[config.mk]
export PLATFORM = sky130hd
export DESIGN_NAME = ad_data_transmit
export DESIGN_NICKNAME = d
export VERILOG_FILES = /design/src/rtl/ad_data_transmit.sv
export SDC_FILE = /design/constraint.sdc
export NUM_CORES = 1
export LEC_CHECK = 0
export BUFFER_PORTS_ARGS = -buffer_cell sky130_fd_sc_hd__buf_2
export CORE_MARGIN = 10
export CORE_UTILIZATION = 60
export DETAILED_ROUTE_END_ITERATION = 6
export PLACE_DENSITY = 0.75
export SYNTH_ARGS = -nofsm -noshare
export SYNTH_HDL_FRONTEND = slang
export SYNTH_SLANG_ARGS = --single-unit
[constraint.sdc]
create_clock -name adc_clk -period 3.15 [get_ports adc_clk]
set_clock_uncertainty 0.15 [all_clocks]
set_input_delay 0.4725 -clock adc_clk [delete_from_list [all_inputs] [get_ports adc_clk]]
set_output_delay 0.4725 -clock adc_clk [all_outputs]
set_load 0.005 [all_outputs]
[src/rtl/ad_data_transmit.sv]
// Purpose : ADC-side source of the dual-lane interleaved ADC bus (DBA even / DBB odd samples, DCO_P/DCO_N).
// Latency : a byte pair pushed into an empty FIFO in RUN reaches DBA within 3 adc_clk edges.
// Backpressure: s_ready drops when the byte FIFO is full or the block is powered down (OFF).
//
// Optional feature macro: ADC_TX_TEST_PATTERN_EN adds input test_pat_en and an 8-bit ramp source.
//
// Ports:
//   adc_clk, rst          bit clock (one DCO half-period per cycle), async active-high reset
//   s_data/s_valid/s_ready byte sample stream in A0,B0,A1,B1,... order
//   pdwn, DS              receiver power-down request and data-suppress control
//   DBA, DBB              lane A (launched on DCO_P rise), lane B (launched on DCO_P fall)
//   DCO_P, DCO_N          data clock at adc_clk/2 and its complement
//   running               high while in RUN
//   underflow             one-cycle pulse when a pair launch finds fewer than 2 bytes buffered
//   underflow_cnt         saturating count of underflow events
module ad_data_transmit #(
    parameter int unsigned FIFO_DEPTH  = 16,
    parameter int unsigned WAKE_CYCLES = 32,
    parameter logic [7:0]  IDLE_CODE   = 8'h80
) (
    input  logic        adc_clk,
    input  logic        rst,
    input  logic [7:0]  s_data,
    input  logic        s_valid,
    output logic        s_ready,
    input  logic        pdwn,
    input  logic        DS,
`ifdef ADC_TX_TEST_PATTERN_EN
    input  logic        test_pat_en,
`endif
    output logic [7:0]  DBA,
    output logic [7:0]  DBB,
    output logic        DCO_P,
    output logic        DCO_N,
    output logic        running,
    output logic        underflow,
    output logic [15:0] underflow_cnt
);

    localparam int AW = $clog2(FIFO_DEPTH);
    localparam int CW = AW + 1;
    localparam int WW = $clog2(WAKE_CYCLES + 1);

    localparam logic [1:0] ST_OFF  = 2'd0;
    localparam logic [1:0] ST_WAKE = 2'd1;
    localparam logic [1:0] ST_RUN  = 2'd2;

    logic [1:0]    state;
    logic          ph;
    logic [WW-1:0] wake_cnt;
    logic [7:0]    b_hold;

    // ------------------------------------------------------------------
    // Byte FIFO: one write per cycle, two-entry (pair) read per launch.
    // ------------------------------------------------------------------
    logic [7:0]    mem [FIFO_DEPTH];
    logic [AW-1:0] wr_ptr;
    logic [AW-1:0] rd_ptr;
    logic [CW-1:0] fifo_count;
    logic [7:0]    rd_a;
    logic [7:0]    rd_b;
    logic          push;
    logic          pop;
    logic          flush;
    logic          launch_a;
    logic          launch_b;
    logic          pair_avail;

    assign s_ready    = (state != ST_OFF) && (fifo_count < CW'(FIFO_DEPTH));
    assign push       = s_valid && s_ready;
    assign flush      = (state == ST_OFF);
    assign pair_avail = (fifo_count >= CW'(2));

    // A launch happens on the edge where ph goes 0->1 (DCO_P rising),
    // B launch on the edge where ph goes 1->0 (DCO_P falling).
    // A pending power-down wins over any launch on the same edge.
    assign launch_a = (state == ST_RUN) && !ph && !pdwn;
    assign launch_b = (state == ST_RUN) &&  ph && !pdwn;

`ifdef ADC_TX_TEST_PATTERN_EN
    // The ramp source never touches the FIFO, so the buffered stream is kept intact.
    assign pop = launch_a && pair_avail && !test_pat_en;
`else
    assign pop = launch_a && pair_avail;
`endif

    assign rd_a = mem[rd_ptr];
    assign rd_b = mem[rd_ptr + AW'(1)];

    always_ff @(posedge adc_clk) begin
        if (push) begin
            mem[wr_ptr] <= s_data;
        end
    end

    always_ff @(posedge adc_clk or posedge rst) begin
        if (rst) begin
            wr_ptr     <= '0;
            rd_ptr     <= '0;
            fifo_count <= '0;
        end else if (flush) begin
            // Powered-down: anything buffered (including a half pair) is dropped.
            wr_ptr     <= '0;
            rd_ptr     <= '0;
            fifo_count <= '0;
        end else begin
            if (push) begin
                wr_ptr <= wr_ptr + AW'(1);
            end
            if (pop) begin
                rd_ptr <= rd_ptr + AW'(2);
            end
            // pop is decided on the pre-push count, so a concurrent push and pop
            // nets out to +1 -2 without ever reading an entry written this cycle.
            fifo_count <= fifo_count + CW'(push) - (pop ? CW'(2) : CW'(0));
        end
    end

    // ------------------------------------------------------------------
    // Optional ramp generator
    // ------------------------------------------------------------------
`ifdef ADC_TX_TEST_PATTERN_EN
    logic [7:0] ramp;

    always_ff @(posedge adc_clk or posedge rst) begin
        if (rst) begin
            ramp <= 8'h00;
        end else if (state != ST_RUN) begin
            // Restarts at zero every time RUN is entered.
            ramp <= 8'h00;
        end else if (launch_a && test_pat_en) begin
            ramp <= ramp + 8'd2;
        end
    end
`endif

    // ------------------------------------------------------------------
    // Power/clock state machine and lane launch registers
    // ------------------------------------------------------------------
    // DCO_N is only the complement while the clock runs; in OFF both pins idle low.
    assign DCO_N   = (state != ST_OFF) && !DCO_P;
    assign running = (state == ST_RUN);

    always_ff @(posedge adc_clk or posedge rst) begin
        if (rst) begin
            state         <= ST_OFF;
            ph            <= 1'b0;
            wake_cnt      <= '0;
            DCO_P         <= 1'b0;
            DBA           <= 8'h00;
            DBB           <= 8'h00;
            b_hold        <= 8'h00;
            underflow     <= 1'b0;
            underflow_cnt <= 16'h0000;
        end else begin
            underflow <= 1'b0;
            if (pdwn) begin
                state  <= ST_OFF;
                ph     <= 1'b0;
                DCO_P  <= 1'b0;
                DBA    <= 8'h00;
                DBB    <= 8'h00;
                b_hold <= 8'h00;
            end else begin
                case (state)
                    ST_OFF: begin
                        state    <= ST_WAKE;
                        ph       <= 1'b0;
                        wake_cnt <= WW'(WAKE_CYCLES - 1);
                        DCO_P    <= 1'b0;
                        DBA      <= IDLE_CODE;
                        DBB      <= IDLE_CODE;
                        b_hold   <= IDLE_CODE;
                    end

                    ST_WAKE: begin
                        ph     <= ~ph;
                        DCO_P  <= ~ph;
                        DBA    <= IDLE_CODE;
                        DBB    <= IDLE_CODE;
                        b_hold <= IDLE_CODE;
                        if (wake_cnt != '0) begin
                            wake_cnt <= wake_cnt - WW'(1);
                        end else if (ph) begin
                            // Leaving on ph=1 makes the first RUN edge an A launch.
                            state <= ST_RUN;
                        end
                    end

                    ST_RUN: begin
                        ph    <= ~ph;
                        DCO_P <= ~ph;
                        if (launch_a) begin
`ifdef ADC_TX_TEST_PATTERN_EN
                            if (test_pat_en) begin
                                DBA    <= DS ? IDLE_CODE : ramp;
                                b_hold <= ramp + 8'd1;
                            end else
`endif
                            if (pair_avail) begin
                                // DS only masks the lanes; the pair is still consumed
                                // so the stream keeps its time-base.
                                DBA    <= DS ? IDLE_CODE : rd_a;
                                b_hold <= rd_b;
                            end else begin
                                DBA       <= IDLE_CODE;
                                b_hold    <= IDLE_CODE;
                                underflow <= 1'b1;
                                if (underflow_cnt != 16'hFFFF) begin
                                    underflow_cnt <= underflow_cnt + 16'd1;
                                end
                            end
                        end else if (launch_b) begin
                            DBB <= DS ? IDLE_CODE : b_hold;
                        end
                    end

                    default: begin
                        state  <= ST_OFF;
                        ph     <= 1'b0;
                        DCO_P  <= 1'b0;
                        DBA    <= 8'h00;
                        DBB    <= 8'h00;
                        b_hold <= 8'h00;
                    end
                endcase
            end
        end
    end

endmodule
==> impl_metrics.tcl <==
set metrics [dict create \
    slew_headroom_pct 48.3 \
    cts_hold_buf 0 \
    core_um2 13200 \
    endpoint_kind "flip-flop" \
    crit_path_top_delay_cell "dfrtp_1" \
    grt_pass1_wl_um 24600 \
    numCtsBuffers 17 \
    drv_cap 0 \
    ctsHtreeMaxLevel 4 \
    vias 4383 \
    path_buf_inv 2 \
    num_antenna_cells 0 \
    cts_sinks 190 \
    min_period_over_period_pct 92.4 \
    wire_per_inst_um 20.3 \
    die_h_um 136 \
    critPathLaunchType "flip-flop" \
    area_growth_pct 12.4 \
    fillers 895 \
    insertion_delay_ns 0.44 \
    die_w_um 136 \
    critical_path_arrival_ns 3.12 \
    setup_viol 0 \
    grt_usage_pct 17.4 \
    synth_top_area_share_pct 47.6 \
    dpl.hpwl_um 10100 \
    drc 0 \
    synthTopCellsByCount "edfxtp_1, dfrtp_1, mux4_2" \
    worstPathRequired_ns 3.36 \
    ir_drop_v 0.000455 \
    rsz0062_at_grt "false" \
    grt_pass1_vias 4562 \
    yosysWarnings 0 \
    criticalPathCategory "flip-flop to flip-flop" \
    synth.avg_cell_area_um2 16.3 \
    final-seq-area_um2 5400 \
    syn_inst 494 \
    cts_root_buffer "clkbuf_16" \
    outcome "finished, final reports clean" \
    fmax_ghz 0.344 \
    yosys.area.top_type "edfxtp_1" \
    num_rows 42 \
    synth_area_um2 8070 \
    slew_viol_final 0 \
    cts.repair.resized 0 \
    antenna_found_initial 0 \
    synth_ff_type "edfxtp_1" \
    gp_congestion 0.804 \
    p_total_uw 5780 \
    drtIter0Drc 264 \
    powerDensity_nw_per_um2 637 \
    synthTopCellsByArea "edfxtp_1, dfrtp_1, mux4_2, ha_1, mux2i_1" \
    firstDrtPassIters 4 \
    ant_nets 0 \
    async_flop_share_pct 32.6 \
    die_area_um2 18500 \
    synth_cell_types 56 \
    hold_viol 0 \
    multiInputGateArea_um2 2500 \
    hold_class "input pin to asynchronous set/reset pin" \
    syn_nets 527 \
    finalCriticalPeriod_ns 2.91 \
    fin_setup_tns_ns 0 \
    worst_pin_slew_ns 0.769 \
    ys_seq_elements 190 \
    routed_wl_um 15100 \
    cts_post_setup_buffers_inserted 0 \
    clk_path_buf_depth 2 \
    synth-edff-count 128 \
    total_leakage_power_uw 0.00342 \
    cp_common_cell "ha_1" \
    crit_chain "inv_1, ha_1, nor3b_2, a21boi_2, inv_1, ha_1, ha_1, nor2b_1, o21a_1, or3_1, a21oi_1" \
    overflow 0 \
    cpPeakStageDelay_ns 0.43 \
    path_delay_family "adder cells" \
    critPathMaxFanout 6 \
    initial_utilization_pct 61.2 \
    layout-drive-gt1-share_pct 24.8 \
    ys_seq_area_share_pct 66.9 \
    nets 585 \
    utilization_pct 68.8 \
    io_buffers 49 \
    cts_tree "yes" \
    detail_route.vias_per_cell 5.91 \
    grt_max_degree 40 \
    synth.most_common_cell "edfxtp_1" \
    path_clk_slew_ns 0.07 \
    boundaryPins 50 \
]
==> metrics by stage <==
step	area [µm²]	std cells	hold slack, ns	worst slack [ns]
after floorplan	8070	494	0.300	0.359
after global placement	8480	709	0.313	0.382
after detailed placement	8480	709	0.321	0.253
after CTS	9070	741	0.0438	0.231
after global routing	9070	741	0.0840	0.0360
final	9070	741	0.0259	0.241
==> path summary, 6_finish.rpt <==
| kind | startpoint | endpoint | slack [ns] | cells after the start |
|---|---|---|---|---|
| setup / recovery | state[0] | fifo_count[4] | 0.24 | 11 |
| hold / removal | rst | underflow | 0.03 | 2 |
| setup reg to reg | state[0] | fifo_count[4] | 0.24 | 11 |
| hold reg to reg | b_hold[4] | b_hold[4] | 0.33 | 2 |
| max in group asynchronous | rst | DBA[5] | 2.02 | 3 |
| min in group adc_clk | DS | DBA[6] | 0.17 | 2 |
==> metal layers <==
metal  vias to the layer above  routed length [µm]  share of wire [%]  track usage (%)
met4                         0                 204                1.4             5.86
met1                      2241                6530                 43             22.7
met2                       110                7310                 49             27.1
li1                       2011                   -                  -                -
met3                        21                1020                6.8             5.61
met5                         -                   0                  0                0
==> registers in the layout, summed over array words and instances, names as in the netlist <==
signal         cells
underflow          1
ph                 1
state              2
DBA                8
rd_ptr             3
wake_cnt           6
wr_ptr             4
underflow_cnt     16
mem              128
DBB                8
b_hold             8
fifo_count         5
==> where the power goes <==
group | total, µW | internal, µW | switching [µW]
clock network | 2130 | 1190 | 946
registers | 2900 | 2800 | 99.6
logic | 744 | 302 | 443
==> placed cells by master, fill, tap and decap left out, types with 16 or more instances in the layout <==
cell type	n
and2_1	17
ha_1	20
nand2_1	25
clkbuf_16	17
nor2_1	18
xor2_1	18
mux2i_1	19
buf_2	49
dfrtp_1	61
inv_1	16
edfxtp_1	128
mux4_2	32
==> logic make-up after synthesis <==
| family | after synthesis | share of synthesized area (%) |
|---|---|---|
| flops | 190 | 66.9 |
| compound gates | 63 | 5.97 |
| xor+xnor | 21 | 2.28 |
| simple gates | 113 | 8.16 |
| fa+ha+maj | 20 | 3.10 |
| buf+inv | 35 | 2.22 |
| mux | 52 | 11.4 |
==> final cells by class <==
class                      count  area share (%)
timing repair buffer          57            3.37
clock buffer                  18            4.73
clock inverter                14            1.77
sequential                   190            59.5
inverter                      17           0.703
tap                          176            2.43
multi-input combinational    269            27.5
Power figures use the tool's default switching activity.
